`src/rtl/caliptra_ss_rst_seq_pkg.sv`:
```
// -----------------------------------------------------------------------------
// caliptra_ss_rst_seq_pkg
// Shared types and constants for the Caliptra subsystem reset sequencer.
//   rst_seq_state_e : sequencer FSM states
//   rst_seq_req_e   : reset-service request select (also the request bit index)
//   REQ_PRIO        : arbitration order, highest priority first
//   dly_load_val()  : converts a wait length in cycles to a down-counter preload
// -----------------------------------------------------------------------------
package caliptra_ss_rst_seq_pkg;

   typedef enum logic [2:0] {
      INIT_PG,
      INIT_RST,
      IDLE,
      HALT,
      WAIT_ASSERT,
      WAIT_PG,
      WAIT_RSTB,
      DONE
   } rst_seq_state_e;

   typedef enum logic [1:0] {
      REQ_ASSERT_HARD   = 2'd0,
      REQ_ASSERT        = 2'd1,
      REQ_DEASSERT_HARD = 2'd2,
      REQ_DEASSERT      = 2'd3
   } rst_seq_req_e;

   localparam int unsigned NUM_REQ = 4;

   localparam rst_seq_req_e REQ_PRIO [NUM_REQ] = '{
      REQ_ASSERT_HARD, REQ_ASSERT, REQ_DEASSERT_HARD, REQ_DEASSERT
   };

   // A wait of N cycles spans N-1 decrements after the load cycle; a wait of
   // 0 collapses to the same single cycle as a wait of 1.
   function automatic int unsigned dly_load_val(input int unsigned dly);
      return (dly == 0) ? 0 : dly - 1;
   endfunction

endpackage

```
`src/rtl/caliptra_ss_rst_seq_dly_cnt.sv`:
```
// -----------------------------------------------------------------------------
// caliptra_ss_rst_seq_dly_cnt
// Load/count/expire down-counter shared by every wait state and the halt
// timeout of the reset sequencer.
//   core_clk  in  : clock
//   rst       in  : asynchronous active-high reset (counter takes RST_VAL)
//   load      in  : load load_val this cycle (overrides counting)
//   load_val  in  : preload value
//   expired   out : counter has reached zero
// -----------------------------------------------------------------------------
module caliptra_ss_rst_seq_dly_cnt #(
   parameter int unsigned      CNT_W   = 16,
   parameter logic [CNT_W-1:0] RST_VAL = '0
) (
   input  logic             core_clk,
   input  logic             rst,
   input  logic             load,
   input  logic [CNT_W-1:0] load_val,
   output logic             expired
);

   logic [CNT_W-1:0] cnt_q;

   // NOTE: sequential state is updated with non-blocking assignments only.
   always_ff @(posedge core_clk or posedge rst) begin
      if (rst) begin
         cnt_q <= RST_VAL;
      end else if (load) begin
         cnt_q <= load_val;
      end else if (cnt_q != '0) begin
         cnt_q <= cnt_q - 1'b1;
      end
   end

   assign expired = (cnt_q == '0);

endmodule

```
`src/rtl/caliptra_ss_rst_seq_ctrl.sv`:
```
// -----------------------------------------------------------------------------
// caliptra_ss_rst_seq_ctrl
// Reset sequencer owning cptra_pwrgood / cptra_rst_b. Runs the power-on
// bring-up, then serves four level reset-service requests through a
// fixed-priority arbiter with four-phase done acknowledges.
//
// Optional feature: define CPTRA_SS_RST_SEQ_HALT_EN to park the MCU with a
// halt request/ack handshake (with timeout) before any reset assertion.
// Without it the HALT state is bypassed, mcu_halt_req and halt_timeout_err
// are tied low and mcu_halt_ack is ignored.
//
// Ports:
//   core_clk, rst                 : clock, async active-high reset
//   *_req                         : level reset-service requests
//   *_done                        : four-phase acknowledges
//   cptra_pwrgood, cptra_rst_b    : subsystem power-good / active-low reset
//   mcu_halt_req, mcu_halt_ack    : MCU halt handshake
//   busy                          : FSM not in IDLE
//   halt_timeout_err              : sticky, MCU never acknowledged halt
//   illegal_req_err               : sticky, reset deassert with pwrgood low
// -----------------------------------------------------------------------------
module caliptra_ss_rst_seq_ctrl
   import caliptra_ss_rst_seq_pkg::*;
#(
   parameter int unsigned INIT_PG_DLY  = 20,
   parameter int unsigned INIT_RST_DLY = 120,
   parameter int unsigned ASSERT_DLY   = 100,
   parameter int unsigned DEASSERT_DLY = 100,
   parameter int unsigned HALT_TIMEOUT = 1024,
   parameter int unsigned CNT_W        = 16
) (
   input  logic core_clk,
   input  logic rst,
   input  logic assert_hard_rst_req,
   input  logic deassert_hard_rst_req,
   input  logic assert_rst_req,
   input  logic deassert_rst_req,
   output logic assert_hard_rst_done,
   output logic deassert_hard_rst_done,
   output logic assert_rst_done,
   output logic deassert_rst_done,
   output logic cptra_pwrgood,
   output logic cptra_rst_b,
   output logic mcu_halt_req,
   input  logic mcu_halt_ack,
   output logic busy,
   output logic halt_timeout_err,
   output logic illegal_req_err
);

   localparam logic [CNT_W-1:0] LD_INIT_PG  = CNT_W'(dly_load_val(INIT_PG_DLY));
   localparam logic [CNT_W-1:0] LD_INIT_RST = CNT_W'(dly_load_val(INIT_RST_DLY));
   localparam logic [CNT_W-1:0] LD_ASSERT   = CNT_W'(dly_load_val(ASSERT_DLY));
   localparam logic [CNT_W-1:0] LD_DEASSERT = CNT_W'(dly_load_val(DEASSERT_DLY));

   rst_seq_state_e     state_q, state_d;
   rst_seq_req_e       sel_q, sel_d, grant;
   logic [NUM_REQ-1:0] req_in, req_q, done_q, done_d;
   logic               pg_q, pg_d, rstb_q, rstb_d;
   logic               busy_q, illegal_q, illegal_set;
   logic               cnt_load, cnt_exp;
   logic [CNT_W-1:0]   cnt_val;
   logic               begin_assert, post_halt;

   assign req_in[REQ_ASSERT_HARD]   = assert_hard_rst_req;
   assign req_in[REQ_ASSERT]        = assert_rst_req;
   assign req_in[REQ_DEASSERT_HARD] = deassert_hard_rst_req;
   assign req_in[REQ_DEASSERT]      = deassert_rst_req;

   caliptra_ss_rst_seq_dly_cnt #(
      .CNT_W   (CNT_W),
      .RST_VAL (LD_INIT_PG)
   ) u_dly_cnt (
      .core_clk (core_clk),
      .rst      (rst),
      .load     (cnt_load),
      .load_val (cnt_val),
      .expired  (cnt_exp)
   );

   always_comb begin
      grant = REQ_PRIO[3];
      if      (req_q[REQ_PRIO[0]]) grant = REQ_PRIO[0];
      else if (req_q[REQ_PRIO[1]]) grant = REQ_PRIO[1];
      else if (req_q[REQ_PRIO[2]]) grant = REQ_PRIO[2];
   end

`ifdef CPTRA_SS_RST_SEQ_HALT_EN
   localparam logic [CNT_W-1:0] LD_HALT = CNT_W'(dly_load_val(HALT_TIMEOUT));
   logic ack_q, halt_req_q, timeout_q, timeout_set;
`else
   logic unused_halt_cfg;
   assign unused_halt_cfg = mcu_halt_ack ^ (HALT_TIMEOUT == 0);
`endif

   always_comb begin
      // NOTE: every signal driven here gets a default first so no path can infer a latch.
      state_d      = state_q;
      sel_d        = sel_q;
      pg_d         = pg_q;
      rstb_d       = rstb_q;
      done_d       = '0;
      cnt_load     = 1'b0;
      cnt_val      = '0;
      illegal_set  = 1'b0;
      begin_assert = 1'b0;
      post_halt    = 1'b0;
`ifdef CPTRA_SS_RST_SEQ_HALT_EN
      timeout_set  = 1'b0;
`endif
      case (state_q)
         INIT_PG: if (cnt_exp) begin
            pg_d     = 1'b1;
            state_d  = INIT_RST;
            cnt_load = 1'b1;
            cnt_val  = LD_INIT_RST;
         end
         INIT_RST: if (cnt_exp) begin
            rstb_d  = 1'b1;
            state_d = IDLE;
         end
         IDLE: if (|req_q) begin
            sel_d = grant;
            unique case (grant)
               REQ_ASSERT_HARD, REQ_ASSERT: begin_assert = 1'b1;
               REQ_DEASSERT_HARD: begin
                  state_d  = WAIT_PG;
                  cnt_load = 1'b1;
                  cnt_val  = LD_DEASSERT;
               end
               REQ_DEASSERT: begin
                  // Releasing reset without power-good is refused but still acknowledged.
                  if (!pg_q) begin
                     state_d     = DONE;
                     illegal_set = 1'b1;
                  end else begin
                     state_d  = WAIT_RSTB;
                     cnt_load = 1'b1;
                     cnt_val  = LD_DEASSERT;
                  end
               end
            endcase
         end
`ifdef CPTRA_SS_RST_SEQ_HALT_EN
         HALT: begin
            if (ack_q) begin
               post_halt = 1'b1;
            end else if (cnt_exp) begin
               post_halt   = 1'b1;
               timeout_set = 1'b1;
            end
         end
`else
         HALT: post_halt = 1'b1;
`endif
         WAIT_ASSERT, WAIT_PG, WAIT_RSTB: begin
            // A hard-reset request aborts any pending wait; the aborted request
            // stays high and is re-arbitrated from scratch later.
            if (req_q[REQ_ASSERT_HARD] && (sel_q != REQ_ASSERT_HARD)) begin
               sel_d        = REQ_ASSERT_HARD;
               begin_assert = 1'b1;
            end else if (cnt_exp) begin
               if (state_q == WAIT_ASSERT) begin
                  rstb_d  = 1'b0;
                  state_d = DONE;
               end else if (state_q == WAIT_PG) begin
                  pg_d     = 1'b1;
                  state_d  = WAIT_RSTB;
                  cnt_load = 1'b1;
                  cnt_val  = LD_DEASSERT;
               end else begin
                  rstb_d  = 1'b1;
                  state_d = DONE;
               end
            end
         end
         DONE: begin
            if (req_q[sel_q]) done_d[sel_q] = 1'b1;
            else              state_d       = IDLE;
         end
         default: state_d = INIT_PG;
      endcase

      if (begin_assert) begin
`ifdef CPTRA_SS_RST_SEQ_HALT_EN
         state_d  = HALT;
         cnt_load = 1'b1;
         cnt_val  = LD_HALT;
`else
         post_halt = 1'b1;
`endif
      end

      if (post_halt) begin
         if (sel_d == REQ_ASSERT_HARD) begin
            pg_d    = 1'b0;
            rstb_d  = 1'b0;
            state_d = DONE;
         end else begin
            state_d  = WAIT_ASSERT;
            cnt_load = 1'b1;
            cnt_val  = LD_ASSERT;
         end
      end
   end

   always_ff @(posedge core_clk or posedge rst) begin
      if (rst) begin
         state_q   <= INIT_PG;
         sel_q     <= REQ_ASSERT_HARD;
         req_q     <= '0;
         pg_q      <= 1'b0;
         rstb_q    <= 1'b0;
         done_q    <= '0;
         busy_q    <= 1'b1;
         illegal_q <= 1'b0;
      end else begin
         state_q   <= state_d;
         sel_q     <= sel_d;
         req_q     <= req_in;
         pg_q      <= pg_d;
         rstb_q    <= rstb_d;
         done_q    <= done_d;
         busy_q    <= (state_d != IDLE);
         illegal_q <= illegal_q | illegal_set;
      end
   end

`ifdef CPTRA_SS_RST_SEQ_HALT_EN
   always_ff @(posedge core_clk or posedge rst) begin
      if (rst) begin
         ack_q      <= 1'b0;
         halt_req_q <= 1'b0;
         timeout_q  <= 1'b0;
      end else begin
         ack_q      <= mcu_halt_ack;
         halt_req_q <= (state_d == HALT);
         timeout_q  <= timeout_q | timeout_set;
      end
   end

   assign mcu_halt_req     = halt_req_q;
   assign halt_timeout_err = timeout_q;
`else
   assign mcu_halt_req     = 1'b0;
   assign halt_timeout_err = 1'b0;
`endif

   assign assert_hard_rst_done   = done_q[REQ_ASSERT_HARD];
   assign assert_rst_done        = done_q[REQ_ASSERT];
   assign deassert_hard_rst_done = done_q[REQ_DEASSERT_HARD];
   assign deassert_rst_done      = done_q[REQ_DEASSERT];
   assign cptra_pwrgood          = pg_q;
   assign cptra_rst_b            = rstb_q;
   assign busy                   = busy_q;
   assign illegal_req_err        = illegal_q;

endmodule

```
`config.mk`:
```
export PLATFORM = sky130hd
export DESIGN_NAME = caliptra_ss_rst_seq_ctrl
export DESIGN_NICKNAME = d
export VERILOG_FILES = /design/src/rtl/caliptra_ss_rst_seq_pkg.sv /design/src/rtl/caliptra_ss_rst_seq_dly_cnt.sv /design/src/rtl/caliptra_ss_rst_seq_ctrl.sv
export SDC_FILE = /design/constraint.sdc
export NUM_CORES = 1
export LEC_CHECK = 0
export ABC_AREA = 1
export CAP_MARGIN = 20
export CORE_ASPECT_RATIO = 0.75
export CORE_UTILIZATION = 35
export DETAILED_ROUTE_END_ITERATION = 10
export MAX_ROUTING_LAYER = met4
export PLACE_DENSITY = 0.64
export SLEW_MARGIN = 20
export SYNTH_ARGS = -nofsm -noshare
export SYNTH_HDL_FRONTEND = slang
export SYNTH_SLANG_ARGS = --single-unit
```
`constraint.sdc`:
```
create_clock -name core_clk -period 3.8 [get_ports core_clk]
set_input_delay 0.38 -clock core_clk [delete_from_list [all_inputs] [get_ports core_clk]]
set_output_delay 0.38 -clock core_clk [all_outputs]
set_load 0.005 [all_outputs]
```
# After elaboration in Yosys (flattened, before gate mapping)
# Cells that the tools add are included.
[op_classes] addsub=1 n_lt_le_gt_ge=2 n_eq_ne=11 mux=75 n_bitwise=1 reduce_logical=12
[op_table] operator="$mux W16" n=4
[op_table] operator="$mux W7" n=7
[op_table] operator="$mux W1" n=38
[op_table] operator="$mux W3" n=7
[op_table] operator="$pmux W7 S3" n=1
[op_table] operator="$logic_not A16 Y1" n=1
[op_table] operator="$reduce_bool A16 Y1" n=1
[op_table] operator="$sub A16 B1 Y16 const B" n=1
[op_table] operator="$pmux W3 S5" n=1
[op_table] operator="$pmux W7 S2" n=1
[op_table] operator="$eq A3 B3 Y1 const B" n=4
[op_table] operator="$mux W2" n=5
[op_table] operator="$mux W4" n=2
[op_table] operator="$pmux W1 S2" n=4
[op_table] operator="$eq A3 B2 Y1 const B" n=2
[op_table] operator="$pmux W3 S2" n=1
[op_table] operator="$eq A2 B2 Y1 const B" n=2
[op_table] operator="$logic_not A2 Y1" n=2
[op_table] operator="$pmux W2 S2" n=1
[op_table] operator="$reduce_bool A2 Y1" n=2
[op_table] operator="$reduce_or A4 Y1" n=1
[op_table] operator="$eq A3 B1 Y1 const B" n=1
[op_table] operator="$logic_not A3 Y1" n=1
[op_table] operator="$lt A2 B3 Y1 const B" n=1
[op_table] operator="other kinds (10)" n=11
[totals] reg_bits=33 input_bits=7 out_inout_bits=10 elab_cells=111

# Logic depth before layout (Yosys ltp)
[logic_depth] word_depth=11 mapped_depth=14 ltp_nobuf=14

# By module
# Synthesis repeated with hierarchy kept, for this count alone.
[hier_totals] hier_cells=309 area_unflattened_um2=2199.6
[modules_own_cells] module="caliptra_ss_rst_seq_dly_cnt" n_inst=1 cells_per_inst=176 area_each_um2=1227.4 seq_area_each_um2=404.1
[modules_own_cells] module="caliptra_ss_rst_seq_ctrl" n_inst=1 cells_per_inst=133 area_each_um2=972.2 seq_area_each_um2=426.7

# Worst setup path before layout
# OpenSTA, ideal clock, no wires.
[synth_path] kind="reg-to-reg" startpoint="register u_dly_cnt.cnt_q[0]" endpoint="register u_dly_cnt.cnt_q[9]" setup_time_ns=0.080 arrival_ns=1.637 required_time_ns=3.720 slack_ns=2.083 path_stages_with_launch=11 path_buffers=1 synth_period_minus_slack_ns=1.717 cell_sequence="dfstp_2 > inv_1 > ha_1 > nand3_1 > nor2_2 > nand3_1 > nor2_1 > nor2_2 > nand2_4 > buf_6 > nor3_2"
[synth_between] elab_chain_len=7 word_cells_on_any_way=12 cone_classes="add/sub: 1; mux: 8; reduce/logical: 3"
[synth_rtl] item="start: declaration" line_no="caliptra_ss_rst_seq_dly_cnt.sv:22" text="logic [CNT_W-1:0] cnt_q;"
[synth_rtl] item="start signal: assignment" line_no="caliptra_ss_rst_seq_dly_cnt.sv:29" text="cnt_q <= load_val;"
[synth_rtl] item="start signal: assignment" line_no="caliptra_ss_rst_seq_dly_cnt.sv:31" text="cnt_q <= cnt_q - 1'b1;"
[synth_rtl] item="$logic_not A16 Y1" line_no="caliptra_ss_rst_seq_dly_cnt.sv:35" text="assign expired = (cnt_q == '0);"
[synth_rtl] item="$mux W1" line_no="caliptra_ss_rst_seq_ctrl.sv:162" text="end else if (cnt_exp) begin"
[synth_rtl] item="$mux W1" line_no="caliptra_ss_rst_seq_ctrl.sv:159" text="if (req_q[REQ_ASSERT_HARD] && (sel_q != REQ_ASSERT_HARD)) begin"
[synth_rtl] item="$pmux W1 S3" line_no="caliptra_ss_rst_seq_ctrl.sv:111" text="case (state_q)"
[synth_rtl] item="$mux W1" line_no="caliptra_ss_rst_seq_ctrl.sv:195" text="if (sel_d == REQ_ASSERT_HARD) begin"
[synth_rtl] item="$mux W1" line_no="caliptra_ss_rst_seq_ctrl.sv:194" text="if (post_halt) begin"
[synth_rtl] item="$mux W16 or $reduce_bool A2 Y1 (tied branches)"
# Parallel ways exist; a longest one is shown, timed or not. The select of a mux whose other input is x is not followed.
# A chain may end at the register's enable or synchronous reset.

# Worst setup path in the final report
[layout_path] startpoint="register u_dly_cnt.cnt_q[0]" endpoint="register u_dly_cnt.cnt_q[5]"
[layout_between] elab_chain_len=7 word_cells_on_any_way=18 cone_classes="add/sub: 1; mux: 14; reduce/logical: 3"
[layout_rtl] item="$logic_not A16 Y1" line_no="caliptra_ss_rst_seq_dly_cnt.sv:35"
[layout_rtl] item="$mux W7 or $mux W1 (tied branches)" line_no="caliptra_ss_rst_seq_ctrl.sv:162"
[layout_rtl] item="$mux W7 or $mux W1 (tied branches)" line_no="caliptra_ss_rst_seq_ctrl.sv:159"
[layout_rtl] item="$pmux W7 S3 or $pmux W1 S3 (tied branches)" line_no="caliptra_ss_rst_seq_ctrl.sv:111"
[layout_rtl] item="$mux W16 or $mux W1 (tied branches)" line_no="caliptra_ss_rst_seq_ctrl.sv:195"
[layout_rtl] item="$mux W16 or $mux W1 (tied branches)" line_no="caliptra_ss_rst_seq_ctrl.sv:194"
[layout_rtl] item="$mux W16 or $reduce_bool A2 Y1 (tied branches)"
# Parallel ways exist; a longest one is shown, timed or not. The select of a mux whose other input is x is not followed.

==> impl_metrics.env <==
export IMPL_status="completed"
export IMPL_grt_pass1_vias=1467
export IMPL_fin_skew_ns=0.00743
export IMPL_via_per_inst=4.72
export IMPL_critPathLaunchType="register"
export IMPL_dr_pass1_iters=5
export IMPL_dp_cells=337
export IMPL_synth_yosys_seq_area_share_pct=43.1
export IMPL_dp_hpwl_um=3010
export IMPL_die_x_um=87.7
export IMPL_fin_nets=281
export IMPL_fin_cells=345
export IMPL_drc=0
export IMPL_drtIter0Drc=157
export IMPL_critPathKind="register to register"
export IMPL_path_max_fanout=11
export IMPL_p_switching_uw=133
export IMPL_die_area_mm2=0.00581
export IMPL_post_route_cell_area_mm2=0.00222
export IMPL_cts_setup_buffers=0
export IMPL_cts_tree="done"
export IMPL_cp_cell_sequence="inv_1 -> ha_1 -> nand3_1 -> nor2_2 -> nand3_1 -> nor2_1 -> nor2_2 -> nand2_4 -> inv_1 -> o211ai_1"
export IMPL_hold_buffers=0
export IMPL_fp_row_count=22
export IMPL_async_flop_share_pct=100
export IMPL_syn_inst=254
export IMPL_cts_buffers=5
export IMPL_r2r_start="u_dly_cnt.cnt_q[0]"
export IMPL_max_freq_mhz=500
export IMPL_internal_power_uw=508
export IMPL_synthToLayoutAreaGrowth_pct=14.9
export IMPL_ant_nets=0
export IMPL_cts_buffer_depth=2
export IMPL_cap_violations=0
export IMPL_p_leak_nw=1.09
export IMPL_ir_worst_vdd_uv=89.8
export IMPL_vias=1627
export IMPL_clkSlewWorstSetupHoldPaths_ns=0.06
export IMPL_rr_worst_depth=10
export IMPL_coreArea_mm2=0.00509
export IMPL_io_pins=17
export IMPL_power_switching_share_pct=20.7
export IMPL_yosysTopAreaCell="dfrtp_1"
export IMPL_grt_overflow_total=0
export IMPL_cts_htree_levels=2
export IMPL_period_share_pct=52.6
export IMPL_ys_ff_latch=33
export IMPL_fin_setup_tns_ns=0
export IMPL_combPwrFrac_pct=2.8
export IMPL_place_area_mm2=0.00213
export IMPL_synth_top_area_share_pct=37.6
export IMPL_clockRootBuffer="clkbuf_8"
export IMPL_cpMaxStageDelayCell="dfstp_2"
export IMPL_rsz0062_at_grt="false"
export IMPL_grt_max_degree=34
export IMPL_ys_flop_type="dfrtp_1"
export IMPL_reg2reg_slack_ns=1.80
export IMPL_setup_viol=0
export IMPL_syn_avg_cell_area_um2=7.59
export IMPL_hp_class="input port to async pin"
export IMPL_max_stage_delay_ns=0.53
export IMPL_p_clk_share_pct=41.7
export IMPL_wl_um=3980
export IMPL_p_per_area_mw_per_mm2=289
export IMPL_yosysMostFrequentCell="nand2_1"
export IMPL_antenna_found_initial=0
export IMPL_drive_above_1_share_pct=12.1
export IMPL_n_antenna_cell=0
export IMPL_worstPathArrival_ns=2.14
export IMPL_insertion_delay_ns=0.28
export IMPL_yosysUniqueCellTypes=32
export IMPL_cts_sinks=33
export IMPL_die_y_um=66.3
export IMPL_synth_warnings=0
export IMPL_synth_common_cells="64 x nand2_1, 34 x nor2_1, 32 x inv_1"
export IMPL_end_kind="register"
export IMPL_hold_viol=0
export IMPL_netlist_area_mm2=0.00193
export IMPL_fin_crit_ns=2.00
export IMPL_synthTopCellsByArea="dfrtp_1 38%, nand2_1 12%, nor2_1 6.6%"
export IMPL_synth_edf_count=0
export IMPL_gp_congestion=0.928
export IMPL_required_ns=3.95
export IMPL_grt_pass1_wl_um=6930
export IMPL_cts_resized=0
export IMPL_avgRoutedWirePerCell_um=11.5
export IMPL_rr_endpoint="u_dly_cnt.cnt_q[5]"
export IMPL_start_util_pct=37.9
export IMPL_grt_util_all_layers_pct=16.2
export IMPL_power_sequential_fraction_pct=55.6
export IMPL_port_buffers=13
export IMPL_slew_violations=0
## cells by family (layout without fill, tap and decap cells)
| family | Yosys count | in the layout | synth area share (%) |
|---|---|---|---|
| AOI/OAI and AO/OA | 20 | 20 | 6.81 |
| DFF | 33 | 33 | 43.1 |
| buffers and inverters | 40 | 58 | 8.76 |
| xor gates and xnor gates | 9 | 9 | 4.09 |
| other | 1 | 2 | 0.194 |
| and+or+nand+nor | 149 | 149 | 35.8 |
| adders and majority gates | 2 | 2 | 1.30 |
## cells in the final DEF, fill, tap and decap left out, drive strengths merged
master         synthesis  final
buf                    4      1
a21oi                  8      8
nand4                  4      4
clkbuf                 0      8
dfstp                  4      4
nand2                 68     68
clkdlybuf4s50          0     13
xor2                   8      8
nor2                  42     42
o21a                   1      1
nand3                 22     22
o21ai                  5      5
nor3                  10     10
xnor2                  1      1
nor3b                  1      1
nor4                   2      2
conb                   1      2
o2111ai                2      2
o211ai                 2      2
ha                     2      2
inv                   36     36
dfrtp                 29     29
o21bai                 2      2
## worst max path at each step
stage / slack, ns / startpoint / endpoint / depth (start not counted)
floorplan: 2.08 / u_dly_cnt.cnt_q[0] / u_dly_cnt.cnt_q[9] / 10
global placement: 1.85 / u_dly_cnt.cnt_q[0] / u_dly_cnt.cnt_q[5] / 10
detailed placement: 1.83 / u_dly_cnt.cnt_q[0] / u_dly_cnt.cnt_q[5] / 10
CTS: 1.80 / u_dly_cnt.cnt_q[0] / u_dly_cnt.cnt_q[5] / 10
global route: 1.60 / u_dly_cnt.cnt_q[0] / u_dly_cnt.cnt_q[5] / 10
finish: 1.80 / u_dly_cnt.cnt_q[0] / u_dly_cnt.cnt_q[5] / 10
## metal layers
metal	GRT usage (%)	part of all wire (%)	vias up
met5	-	0	-
met4	6.56	1.6	0
met3	3.37	4.1	6
met2	20.3	39	36
met1	24.7	56	743
li1	-	-	842
## power by group through the flow
| stage | Combinational (mW) | Sequential, mW | Clock (mW) |
|---|---|---|---|
| CTS | 0.0184 | 0.356 | 0.279 |
| detailed placement | 0.0185 | 0.362 | 0 |
| finish | 0.0177 | 0.356 | 0.267 |
| global route | 0.0205 | 0.356 | 0.293 |
| floorplan | 0.0110 | 0.362 | 0 |
| global placement | 0.0180 | 0.362 | 0 |
## sequential cells by signal, indices dropped and copies added (netlist names)
register	cells
state_q	3
illegal_req_err	1
sel_q	2
cptra_rst_b	1
busy	1
done_q	4
req_q	4
u_dly_cnt.cnt_q	16
cptra_pwrgood	1
## layout make-up
| type | count | area [µm²] |
|---|---|---|
| inverter | 36 | 135 |
| tap | 72 | 90.1 |
| sequential | 33 | 831 |
| timing repair buffer | 14 | 138 |
| multi-input combinational | 182 | 932 |
| fill | 503 | 2880 |
| clock buffer | 8 | 90.1 |
## critical path: cells and delay by family, from the launching register on
kind                       cells  cell delay, ns
DFF                            1            0.53
AOI/OAI and AO/OA              1            0.10
adders and majority gates      1            0.24
buffers and inverters          2            0.23
and+or+nand+nor                6            0.77
## through the flow
step	utilization, %	setup slack (ns)	total power [mW]	hold slack [ns]
after floorplan	-	2.08	0.373	0.411
after global placement	41.7	1.85	0.380	0.485
after detailed placement	41.7	1.83	0.381	0.476
after CTS	43.5	1.80	0.653	0.496
after global routing	43.5	1.60	0.670	0.520
final	43.5	1.80	0.641	0.490
No activity file was read; power rests on OpenSTA's default activity.
